`config.mk`:
```
export PLATFORM = sky130hd
export DESIGN_NAME = pic_ctrl_param
export DESIGN_NICKNAME = d
export VERILOG_FILES = /design/src/rtl/pic_ctrl_param.sv
export SDC_FILE = /design/constraint.sdc
export NUM_CORES = 1
export LEC_CHECK = 0
export CAP_MARGIN = 25
export CELL_PAD_IN_SITES_DETAIL_PLACEMENT = 1
export CELL_PAD_IN_SITES_GLOBAL_PLACEMENT = 1
export CORE_MARGIN = 4
export CORE_UTILIZATION = 40
export DETAILED_ROUTE_END_ITERATION = 6
export PLACE_DENSITY = 0.85
export SYNTH_ARGS = -nofsm -noshare
export SYNTH_HDL_FRONTEND = slang
export SYNTH_SLANG_ARGS = --single-unit
```
`constraint.sdc`:
```
create_clock -name clk -period 4.96 [get_ports clk]
set_clock_uncertainty 0.1 [all_clocks]
set_input_delay 0.496 -clock clk [delete_from_list [all_inputs] [get_ports clk]]
set_output_delay 0.496 -clock clk [all_outputs]
set_load 0.05 [all_outputs]
```
`src/rtl/pic_ctrl_param.sv`:
```
// Parametrised programmable interrupt controller: masked edge/level request capture,
// fixed or rotating priority with fully nested in-service tracking, INT/INTA vector handshake.
module pic_ctrl_param #(
  parameter int NUM_IRQ = 8,
  parameter int ID_W    = 3,
  parameter int BUS_W   = 16
) (
  input  logic               clk,
  input  logic               rst,
  input  logic [NUM_IRQ-1:0] irq,
  input  logic               wr_en,
  input  logic               rd_en,
  input  logic [1:0]         addr,
  input  logic [BUS_W-1:0]   wdata,
  output logic [BUS_W-1:0]   rdata,
  output logic               int_out,
  input  logic               inta,
  output logic [7:0]         vector,
  output logic               vector_valid
);

  typedef enum logic [1:0] {IDLE, PEND, ACK} state_t;

  state_t             state_q, state_d;
  logic [NUM_IRQ-1:0] irq_q, irq_prev_q, edge_det;
  logic [NUM_IRQ-1:0] irr_q, irr_d, isr_q, isr_d, imr_q, elcr_q, eligible;
  logic [7:0]         vbase_q, vector_q, vector_d;
  logic               rotate_en_q, rotate_en_d;
  logic [ID_W-1:0]    prio_ptr_q, prio_ptr_d, eff_ptr, idx;
  logic [ID_W-1:0]    cand_id, isr_top_id, eoi_id, spec_id;
  logic               cand_found, cand_valid, isr_seen;
  logic               cmd_wr, eoi_hit, ack_fire, ack_take;
  logic [BUS_W-1:0]   rdata_q;
  logic               unused_bits;

  function automatic logic [ID_W-1:0] wrap_idx(input logic [ID_W-1:0] base, input int k);
    int s;
    s = int'(base) + k;
    if (s >= NUM_IRQ) s = s - NUM_IRQ;
    return ID_W'(s);
  endfunction

  // Walk lines from highest to lowest priority; a candidate is only valid if no
  // in-service line at the same or higher priority was passed on the way.
  always_comb begin
    // NOTE: every variable gets a default before any branch so no latch can be inferred.
    eff_ptr    = rotate_en_q ? prio_ptr_q : '0;
    eligible   = irr_q & ~imr_q;
    idx        = '0;
    cand_found = 1'b0;
    cand_valid = 1'b0;
    cand_id    = '0;
    isr_seen   = 1'b0;
    isr_top_id = '0;
    for (int k = 0; k < NUM_IRQ; k++) begin
      idx = wrap_idx(eff_ptr, k);
      if (!cand_found && eligible[idx]) begin
        cand_found = 1'b1;
        cand_id    = idx;
        cand_valid = !isr_seen && !isr_q[idx];
      end
      if (!isr_seen && isr_q[idx]) begin
        isr_seen   = 1'b1;
        isr_top_id = idx;
      end
    end
  end

  assign spec_id  = wdata[ID_W-1:0];
  assign cmd_wr   = wr_en && (addr == 2'd3);
  assign ack_fire = inta && (state_q != ACK);
  assign ack_take = ack_fire && (state_q == PEND) && cand_valid;
  assign edge_det = irq_q & ~irq_prev_q;

  always_comb begin
    eoi_hit     = 1'b0;
    eoi_id      = '0;
    rotate_en_d = rotate_en_q;
    if (cmd_wr) begin
      case (wdata[7:6])
        2'b01: begin
          eoi_hit = isr_seen;
          eoi_id  = isr_top_id;
        end
        2'b10: begin
          if (int'(spec_id) < NUM_IRQ && isr_q[spec_id]) begin
            eoi_hit = 1'b1;
            eoi_id  = spec_id;
          end
        end
        2'b11:   rotate_en_d = wdata[5];
        default: ;
      endcase
    end

    prio_ptr_d = prio_ptr_q;
    if (eoi_hit && rotate_en_q) prio_ptr_d = wrap_idx(eoi_id, 1);

    // EOI clears against the old ISR; an acknowledge in the same cycle sets on top.
    isr_d = isr_q;
    if (eoi_hit)  isr_d[eoi_id]  = 1'b0;
    if (ack_take) isr_d[cand_id] = 1'b1;

    for (int i = 0; i < NUM_IRQ; i++) begin
      irr_d[i] = elcr_q[i] ? (edge_det[i] | (irr_q[i] & ~(ack_take && cand_id == ID_W'(i))))
                           : irq_q[i];
    end

    vector_d = vector_q;
    if (ack_fire) begin
      vector_d = ack_take ? {vbase_q[7:ID_W], cand_id} : {vbase_q[7:ID_W], {ID_W{1'b1}}};
    end

    state_d = state_q;
    case (state_q)
      IDLE:    if (inta) state_d = ACK; else if (cand_valid) state_d = PEND;
      PEND:    if (inta) state_d = ACK; else if (!cand_valid) state_d = IDLE;
      default: state_d = IDLE;
    endcase
  end

  // NOTE: sequential state uses non-blocking assignments so every flop samples pre-edge values.
  always_ff @(posedge clk) begin
    if (rst) begin
      state_q     <= IDLE;
      irq_q       <= '0;
      irq_prev_q  <= '0;
      irr_q       <= '0;
      isr_q       <= '0;
      imr_q       <= '1;
      elcr_q      <= '1;
      vbase_q     <= '0;
      rotate_en_q <= 1'b0;
      prio_ptr_q  <= '0;
      vector_q    <= '0;
      rdata_q     <= '0;
    end else begin
      state_q     <= state_d;
      irq_q       <= irq;
      irq_prev_q  <= irq_q;
      irr_q       <= irr_d;
      isr_q       <= isr_d;
      rotate_en_q <= rotate_en_d;
      prio_ptr_q  <= prio_ptr_d;
      vector_q    <= vector_d;
      if (wr_en) begin
        case (addr)
          2'd0:    imr_q   <= wdata[NUM_IRQ-1:0];
          2'd1:    elcr_q  <= wdata[NUM_IRQ-1:0];
          2'd2:    vbase_q <= wdata[7:0];
          default: ;
        endcase
      end
      if (rd_en) begin
        case (addr)
          2'd0:    rdata_q <= BUS_W'(imr_q);
          2'd1:    rdata_q <= BUS_W'(elcr_q);
          2'd2:    rdata_q <= BUS_W'(irr_q);
          default: rdata_q <= BUS_W'(isr_q);
        endcase
      end
    end
  end

  assign int_out      = (state_q == PEND);
  assign vector_valid = (state_q == ACK);
  assign vector       = vector_q;
  assign rdata        = rdata_q;
  assign unused_bits  = ^{wdata, vbase_q};

endmodule

```
==> reports/qor.yml <==
run_status:
  outcome: "finished clean"
clock_network:
  cts-resized-gates: 0
  htreeDepth: 3
  clock_path_buffers: 2
  numCtsBuffers: 9
  cts_setup_buffers: 0
  clkLatencyLatePin_ns: 0.33
  path_clk_slew_ns: 0.06
  cts_tree: "built"
  cts_sinks: 75
  cts_root_buffer: "clkbuf_16"
  hold_buffers: 0
critical_path:
  critPathBufInv: 2
  slowest_delay_ns: 0.56
  critPathMaxFanout: 16
  crit_type: "reg2reg"
  reg2reg_from: "rotate_en_q"
  crit_start: "rotate_en_q"
  crit_path_end_kind: "flip-flop"
  slowest_stage: "ha_1"
  arrival_ns: 4.40
  critPathTopFamily: "simple AND/OR/NAND/NOR gates"
  cp.required_ns: 5.12
  critPathLaunchType: "flip-flop"
  path_cells: "and2_1 -> inv_4 -> ha_1 -> inv_2 -> mux4_2 -> o2111ai_2 -> nor3_1 -> a211oi_1 -> o21ai_2 -> or3b_1 -> or2_1 -> o21ai_1"
global_route:
  grt_pass1_wl_um: 28200
  grt_usage_pct: 24.0
  grt_pass1_vias: 5223
  antenna_found_initial: 0
  grt_remaining_overflow: 0
  grt_max_degree: 53
route:
  route.detailed.drc: 0
  drt_wl_total_um: 17200
  vias_per_cell: 6.14
  drt_iter0_markers: 509
  drtPass1Iterations: 5
  vias: 4820
  wl_per_cell_um: 22.0
  ant_nets: 0
yosys:
  synth_cell_types: 71
  synth_edf_count: 0
  postSynthAreaPerCell_um2: 8.97
  synthDominantCellAreaShare_pct: 29.0
  synthCells: 577
  synthArstFlopShare_pct: 0
  postSynth.topFlopCell: "dfxtp_1"
  synth_common_cells: "nand2_1, dfxtp_1, mux2i_1"
  synth.area.top_cells: "dfxtp_1, mux4_2, mux2i_1"
  ys_warn_count: 0
  ys_seq_area_share_pct: 29.0
  synth_area_mm2: 0.00517
  yosysMostFrequentCell: "nand2_1"
  synth_top_cell_by_area: "dfxtp_1"
  ys_ff_latch: 75
sta:
  setup_ws_ns: 0.723
  fin_setup_tns_ns: 0
  post-route-min-period_ns: 4.24
  max_freq_mhz: 236
  fin_hold_ws_ns: 0.367
  setup_viol: 0
  worst_pin_slew_ns: 0.986
  slew_headroom_pct: 33.8
  drv_slew: 0
  report.final.hold_viol_count: 0
  rsz0062_at_grt: "no"
  timing.final.crit_share_pct: 85.4
die:
  die-height_um: 122
  start_util_pct: 41.0
  chipWidth_um: 122
  io_pins: 57
  rows: 41
  core_mm2: 0.0126
  die_area_mm2: 0.0148
placement:
  dp_hpwl_um: 12600
  place_congestion: 0.890
  placement.io_buffers: 40
  place_ws_ns: 0.817
cells_and_area:
  regArea_mm2: 0.00150
  drive_gt1_share_pct: 14.0
  multiInputGateArea_mm2: 0.00341
  nNetsFinal: 643
  syn_to_final_growth_pct: 16.2
  n_fill_cell: 1482
  antennaDiodeCount: 0
run:
  drv_cap: 0
power:
  p_leak_nw: 2.27
  p_per_area_mw_per_mm2: 251
  worst_ir_drop_vdd_mv: 0.217
hold_path:
  hold_start: "irq_q[2]"
  min_path_type: "reg2reg"
-- flip-flops by register name, indices dropped and copies added (netlist names), 5 cells and up --
signal / flops
irr_q: 8
elcr_q: 8
rdata: 8
isr_q: 8
irq_q: 8
irq_prev_q: 8
vbase_q: 5
vector: 8
imr_q: 8
-- cells in the final DEF, fill, tap and decap left out, drive strengths merged, types with 6 or more instances in the layout --
cell type and count:
nand2 86, dfxtp 75, mux2i 55, clkdlybuf4s50 39, nor2 36, mux4 29
nor2b 21, a21oi 19, inv 19, o21ai 19, nand2b 18, buf 14
nand3 13, o211ai 12, clkbuf 12, o31ai 11, mux2 11, nor3b 8
conb 8, a211oi 8, and2 7, o21a 6, or2 6
-- per-stage QoR --
stage               cells  power [mW]  util (%)  area, um2
floorplan             584       0.783         -       5200
global placement      769       0.839      45.2       5700
detailed placement    769       0.848      45.2       5700
CTS                   785        1.52      47.7       6010
global route          785        1.57      47.7       6010
finish                785        1.51      47.7       6010
-- where the power goes --
part	internal (mW)	switching (mW)
clock	0.428	0.243
sequential	0.630	0.0177
combinational	0.0739	0.119
-- routing by layer --
layer  up-vias  GRT usage, %  share of wire, %
met5         -             0                 0
li1       2182             -                 -
met3        33          3.44               5.5
met1      2412          29.8                40
met2       193          43.0                52
met4         0          7.42               2.0
-- final cells by class --
class,count,area share (%)
tap,172,3.58
clock buffer,12,4.43
inverter,20,1.29
multi-input combinational,449,56.7
clock inverter,4,0.791
timing repair buffer,53,8.20
sequential,75,25.0
-- cells by family after synthesis --
group / after synthesis / synth area share, %
compound gates: 115 / 16.2
simple gates: 225 / 21.7
xor+xnor: 2 / 0.339
flops: 75 / 29.0
other cells: 1 / 0.0725
mux: 95 / 26.1
buf+inv: 60 / 5.54
fa+ha+maj: 4 / 0.967
-- final timing paths --
| path | endpoint | slack [ns] | cells past startpoint |
|---|---|---|---|
| min reg2reg | irq_prev_q[2] | 0.37 | 1 |
| min | irq_prev_q[2] | 0.37 | 1 |
| max reg2reg | isr_q[4] | 0.72 | 12 |
| max | isr_q[4] | 0.72 | 12 |
No activity file was read; power rests on OpenSTA's default activity.
